## config.mk

```make
export PLATFORM = sky130hd
export DESIGN_NAME = pipeline_sequencer
export DESIGN_NICKNAME = d
export VERILOG_FILES = /design/src/rtl/pipeline_sequencer.sv
export SDC_FILE = /design/constraint.sdc
export NUM_CORES = 1
export LEC_CHECK = 0
export BUFFER_PORTS_ARGS = -buffer_cell sky130_fd_sc_hd__buf_2
export CAP_MARGIN = 20
export CORE_ASPECT_RATIO = 1.2
export CORE_MARGIN = 8
export CORE_UTILIZATION = 42
export CTS_BUF_LIST = sky130_fd_sc_hd__clkbuf_2 sky130_fd_sc_hd__clkbuf_4 sky130_fd_sc_hd__clkbuf_8
export DETAILED_ROUTE_END_ITERATION = 12
export GPL_TIMING_DRIVEN = 0
export PLACE_DENSITY = 0.61
export SLEW_MARGIN = 20
export SYNTH_ARGS = -nofsm -noshare
export SYNTH_HDL_FRONTEND = slang
export SYNTH_SLANG_ARGS = --single-unit
```

## constraint.sdc

```tcl
create_clock -name clk -period 2.5 [get_ports clk]
set_input_delay 0.25 -clock clk [delete_from_list [all_inputs] [get_ports clk]]
set_output_delay 0.25 -clock clk [all_outputs]
set_load 0.01 [all_outputs]
```

## src/rtl/pipeline_sequencer.sv

```systemverilog
`default_nettype none
// +----------------------------------------------------------------------------+
// | pipeline_sequencer: run/step/stall/drain control for the 5-stage pipeline  |
// | Rev 1.0                                                                    |
// +----------------------------------------------------------------------------+
module pipeline_sequencer #(
  parameter int NB_CNT       = 32,
  parameter int DRAIN_CYCLES = 3
) (
  input  logic              clk,
  input  logic              i_rst_n,
  input  logic              i_start,
  input  logic              i_mode,
  input  logic              i_step,
  input  logic              i_abort,
  input  logic              i_load_use,
  input  logic              i_halt_id,
  output logic              o_stall_if,
  output logic              o_stall_id,
  output logic              o_bubble_ex,
  output logic              o_freeze,
  output logic              o_running,
  output logic              o_done,
  output logic              o_step_ack,
  output logic [NB_CNT-1:0] o_cycle_count,
  output logic [2:0]        o_state
);

  typedef enum logic [2:0] {
    S_IDLE      = 3'd0,
    S_RUN       = 3'd1,
    S_STEP_WAIT = 3'd2,
    S_STEP_EXEC = 3'd3,
    S_DRAIN     = 3'd4,
    S_DONE      = 3'd5
  } state_t;

  localparam logic [3:0]        C_DRAIN_LOAD = 4'(DRAIN_CYCLES - 1);
  localparam logic [NB_CNT-1:0] C_CNT_MAX    = '1;

  state_t              r_state, w_next;
  logic [3:0]          r_drain, w_drain_next;
  logic [NB_CNT-1:0]   r_count;
  logic                r_step_ack;
  logic                w_clear;
  logic                w_count_en;

  always_ff @(posedge clk or negedge i_rst_n) begin
    if (!i_rst_n) begin
      r_state    <= S_IDLE;
      r_drain    <= '0;
      r_step_ack <= 1'b0;
    end else begin
      r_state    <= w_next;
      r_drain    <= w_drain_next;
      r_step_ack <= (r_state == S_STEP_EXEC) && !i_abort;
    end
  end

  always_comb begin
    w_next       = r_state;
    w_drain_next = r_drain;
    w_clear      = 1'b0;
    o_stall_if   = 1'b0;
    o_stall_id   = 1'b0;
    o_bubble_ex  = 1'b0;
    o_freeze     = 1'b0;

    case (r_state)
      S_RUN, S_STEP_EXEC: begin
        // A held HALT waits behind load-use; both hold IF and bubble EX.
        if (i_load_use || i_halt_id) begin
          o_stall_if  = 1'b1;
          o_bubble_ex = 1'b1;
        end
      end
      S_DRAIN: begin
        o_stall_if  = 1'b1;
        o_bubble_ex = 1'b1;
      end
      default: begin
        o_stall_if = 1'b1;
        o_stall_id = 1'b1;
        o_freeze   = 1'b1;
      end
    endcase

    if (i_abort) begin
      w_next = S_IDLE;
    end else begin
      case (r_state)
        S_IDLE, S_DONE: begin
          if (i_start) begin
            w_clear = 1'b1;
            w_next  = i_mode ? S_STEP_WAIT : S_RUN;
          end
        end
        S_RUN: begin
          if (!i_load_use && i_halt_id) begin
            w_next       = S_DRAIN;
            w_drain_next = C_DRAIN_LOAD;
          end
        end
        S_STEP_WAIT: begin
          if (i_step) w_next = S_STEP_EXEC;
        end
        S_STEP_EXEC: begin
          w_next = S_STEP_WAIT;
          if (!i_load_use && i_halt_id) begin
            w_next       = S_DRAIN;
            w_drain_next = C_DRAIN_LOAD;
          end
        end
        S_DRAIN: begin
          if (r_drain == 4'd0) w_next = S_DONE;
          else                 w_drain_next = r_drain - 4'd1;
        end
        default: w_next = S_IDLE;
      endcase
    end
  end

  assign w_count_en = (r_state == S_RUN) || (r_state == S_STEP_EXEC) ||
                      (r_state == S_DRAIN);

  always_ff @(posedge clk or negedge i_rst_n) begin
    if (!i_rst_n)
      r_count <= '0;
    else if (w_clear)
      r_count <= '0;
    else if (w_count_en && (r_count != C_CNT_MAX))
      r_count <= r_count + 1'b1;
  end

  assign o_running     = (r_state == S_RUN) || (r_state == S_STEP_WAIT) ||
                         (r_state == S_STEP_EXEC) || (r_state == S_DRAIN);
  assign o_done        = (r_state == S_DONE);
  assign o_step_ack    = r_step_ack;
  assign o_cycle_count = r_count;
  assign o_state       = r_state;

endmodule
`default_nettype wire

```

# Yosys cells after proc, flatten, opt, wreduce, memory -nomap -nowiden
# Cells that the tools add are included.
# op_classes
addsub	2
mul	0
div	0
order_cmp	0
eq_ne	12
shifts	0
n_mux	20
n_bitwise	1
reduce_logical	20
# ops
operator	n
32-bit two-way mux	2
32-bit by 1-bit adder with 32-bit output, second input constant	1
32-bit != test, second input constant	1
3-bit two-way mux	6
3-bit one-hot mux with 5 select lines	1
3-bit != test, second input constant	4
4-bit two-way mux	2
4-bit one-hot mux with 2 select lines	1
4-bit AND reduction	2
3-bit by 2-bit equality test with 1-bit output, second input constant	2
3-bit equality test, second input constant	2
1-bit logical OR	6
1-bit two-way mux	6
4-bit logical NOT	1
2-bit nonzero test	2
2-bit OR reduction	2
4-bit by 1-bit subtractor with 4-bit output, second input constant	1
3-bit by 1-bit equality test with 1-bit output, second input constant	1
1-bit logical AND	3
3-bit logical NOT	1
3-bit OR reduction	1
1-bit logical NOT	2
2-bit two-way mux	1
2-bit by 1-bit != test with 1-bit output, second input constant	1
3 further kinds	3
# word_totals
reg_bits	40
latchBits	0
ramBits	0
romBits	0
inputBits	8
output_inout_bits	42
wordCells	59
n_memories	0

# Longest topological paths before layout
# logic_depth
depth_word	6
depth_mapped	7
depth_no_buf	6

# Worst setup path before layout
# Ideal clock, no wire load.
# synth_timing
path_kind	register to register
from	register r_count[0], in the netlist o_cycle_count[0]
to	register r_count[3], in the netlist o_cycle_count[3]
setup_time_ns	0.132
arrival_ns	1.838
setup_slack_ns	0.530
stages_incl_launch_ff	8
period_less_slack_ns	1.970
cell_sequence	dfrtp_1 > ha_1 > nand4_1 > or4_1 > o21ai_1 > buf_2 > xor2_1 > nor2_1
# synth_via
elab_chain_cells	3
elab_cells_between_ends	6
# synth_rtl
element	line	source
start: declaration	43	logic [NB_CNT-1:0] r_count;
start signal: assignment	132	r_count <= r_count + 1'b1;
32-bit by 1-bit adder with 32-bit output / 32-bit != test (equally long branches)	132, 131	
32-bit two-way mux / 1-bit logical AND (equally long branches)	131	else if (w_count_en && (r_count != C_CNT_MAX))
32-bit two-way mux / 2-bit nonzero test (equally long branches)	-	
# Parallel ways exist; a longest one is shown, timed or not. The select of a mux whose other input is x is not followed.
# A chain may end at the register's enable or synchronous reset.

# Final worst setup path
# layout_timing
from	register r_count[0], in the netlist o_cycle_count[0]
to	register r_count[22], in the netlist o_cycle_count[22]
# Same word-level chain as after synthesis.

==> reports/qor.yml <==
status:
  status: "finished, final reports clean"
final_layout:
  final-seq-area_um2: 1000
  multi_input_comb_area_um2: 1260
  post_route_cells_drive_above_1_share: 0.236
  area_delta_synth_final_pct: 19.1
  antenna_cells: 0
  nets: 323
  final_cell_mix: "buf_2, dfrtp_1, a21oi_1"
  final_common_cell: "buf_2"
  n_fill_cell: 512
  stdcell_count: 375
synth:
  synth-seq-area-share: 0.430
  ys_types: 53
  synth_top_cells_by_area: "dfrtp_1, or3_1, a21oi_1, o21ai_0, nand2_1"
  synth_fp_nets: 268
  synth_edf_count: 0
  synthFlopType: "dfrtp_1"
  ys_ff_latch: 40
  synth_top_cell_by_area: "dfrtp_1"
  async_flop_share: 1.00
  synth_top_area_frac: 0.430
  syn_area_um2: 2330
  yosysWarnings: 0
  synth_cells: 257
  syn_avg_cell_area_um2: 9.06
floorplan:
  die_x_um: 84.0
  dieArea_um2: 8190
  die_h_um: 97.6
  io_pins: 50
  rows: 29
  start_util: 0.437
  core-area_um2: 5330
global_routing:
  grt_usage: 0.144
  antenna_found_initial: 0
  first_global_vias: 2050
  grt_overflow: 0
  grt_pass1_wl_um: 10000
  grt_start_max_net_pins: 41
critical_path:
  crit_fanout: 10
  path_cells: "ha_1 -> nand4_1 -> nor4_4 -> nand3_1 -> buf_2 -> or3_1 -> a21oi_1"
  crit_required_ns: 2.72
  critPathMaxStageDelay_ns: 0.43
  start_kind: "flip-flop"
  crit_type: "reg2reg"
  end_kind: "flip-flop"
  rr_worst_depth: 7
  cp_slowest_cell: "dfrtp_1"
  critPathArrivalTime_ns: 2.49
timing:
  finClkSkew_ns: 0.00936
  fmax_ghz: 0.441
  rsz0062_at_grt: "false"
  max-slew-margin-rel: 0.398
  finalHoldViolations: 0
  setup_viol: 0
  slew_viol_final: 0
  finalCritPeriodShare: 0.907
  period_needed_ns: 2.27
  timing.setup.tns_ns: 0
  worst_pin_slew_ns: 0.904
routing:
  drt_first_pass_iters: 4
  drcViolationCount: 0
  wire_per_inst_um: 15.5
  vias: 2168
  routed_wl_um: 5820
  via_per_inst: 5.78
  drtIter0Drc: 77
  ant_nets: 0
place:
  portBuffers: 48
  hpwl_um: 4410
  gp_congestion: 0.748
  placed_cells: 367
clocking:
  cts_buffers: 5
  clk_latency_ns: 0.29
  clock_path_buffers: 2
  holdBufCountCts: 0
  clockRootBuffer: "clkbuf_8"
  cts_tree: "yes"
  cts.sinks: 40
  htree_levels: 2
  cts.clk_slew.worst_paths_ns: 0.08
power:
  power.density_nw_per_um2: 684
  leakagePower_nw: 1.26
  ir_worst_vdd_uv: 447
worst_hold_path:
  min_path_type: "in2async"
flow_run:
  max_cap_violations: 0
Yosys cell counts, types with 3 or more instances:
| cell type | count |
|---|---|
| or3_1 | 21 |
| nand4_1 | 7 |
| dfrtp_1 | 40 |
| nor3_1 | 4 |
| buf_2 | 3 |
| o21ai_0 | 21 |
| inv_1 | 7 |
| xnor2_1 | 3 |
| o211ai_1 | 4 |
| nor2_1 | 13 |
| o31ai_1 | 5 |
| a21oi_1 | 25 |
| ha_1 | 3 |
| clkbuf_1 | 7 |
| nor4_1 | 3 |
| nand2b_1 | 3 |
| or4_1 | 4 |
| nand2_1 | 23 |
| nand3_1 | 12 |
| mux2i_1 | 4 |
| o21ai_1 | 6 |
| and3_1 | 3 |
registers in the layout, summed over array words and instances (netlist names):
register and count:
o_state 3, o_cycle_count 32, o_step_ack 1, r_drain 4
per-layer routing:
metal | routed length (um) | GRT usage | vias up | share of wire
li1 | - | - | 1070 | -
met4 | 50 | 0.0399 | 0 | 0.0086
met3 | 257 | 0.0386 | 4 | 0.044
met2 | 2920 | 0.240 | 51 | 0.50
met5 | 0 | 0 | - | 0
met1 | 2600 | 0.177 | 1043 | 0.45
critical path: cells and delay by family (launching register included):
kind / cells / cell delay [ns]
compound gates: 1 / 0.14
fa+ha+maj: 1 / 0.25
buf+inv: 1 / 0.27
flops: 1 / 0.43
simple gates: 4 / 1.11
cell families (layout without fill, tap and decap cells):
| logic type | Yosys count | after routing | share of synthesized area |
|---|---|---|---|
| flip-flops | 40 | 40 | 0.430 |
| adder cells (fa/ha/maj) | 3 | 3 | 0.0161 |
| AO/OA/AOI/OAI | 75 | 75 | 0.198 |
| multiplexers | 5 | 5 | 0.0220 |
| AND/OR/NAND/NOR | 110 | 110 | 0.278 |
| XOR/XNOR | 5 | 5 | 0.0188 |
| buffers and inverters | 19 | 75 | 0.0371 |
area by class of cell:
type / count / area share
Inverter: 7 / 0.00948
Multi-Input combinational cell: 198 / 0.453
Clock inverter: 2 / 0.0126
Timing Repair Buffer: 48 / 0.0866
Tap cell: 62 / 0.0280
Sequential cell: 40 / 0.361
Clock buffer: 6 / 0.0275
Buffer: 12 / 0.0217
final timing paths:
kind	from	endpoint	slack, ns
max	o_cycle_count[0]	o_cycle_count[22]	0.23
min	i_rst_n	o_cycle_count[29]	0.08
max reg2reg	o_cycle_count[0]	o_cycle_count[22]	0.23
min reg2reg	o_cycle_count[31]	o_cycle_count[31]	0.51
max in group asynchronous	i_rst_n	o_cycle_count[13]	1.85
min in group clk	i_step	o_state[1]	0.30
through the flow:
step | worst slack, ns | power (mW) | area [um2] | utilization | hold WS [ns]
2_1_floorplan | 0.530 | 1.17 | 2330 | - | -0.0456
3_3_place_gp | 0.209 | 1.37 | 2650 | 0.496 | 0.436
3_5_place_dp | 0.209 | 1.37 | 2650 | 0.496 | 0.435
4_1_cts | 0.191 | 1.92 | 2760 | 0.517 | 0.116
5_1_grt | 0.0557 | 2.02 | 2770 | 0.520 | 0.150
6_report | 0.233 | 1.90 | 2770 | 0.520 | 0.0825
report_power, final:
| part | internal, mW | switching [mW] | total [mW] | leakage (nW) |
|---|---|---|---|---|
| Combinational | 0.224 | 0.350 | 0.573 | 0.654 |
| Clock | 0.307 | 0.229 | 0.536 | 0.0586 |
| Sequential | 0.709 | 0.0775 | 0.786 | 0.547 |
what timing repair did:
item | 4_1_cts | 5_1_grt
resized for setup | 0 | 1
endpoints found under the setup margin | 0 | 1
setup buffers | 0 | 0
(Power assumes the default switching activity.)
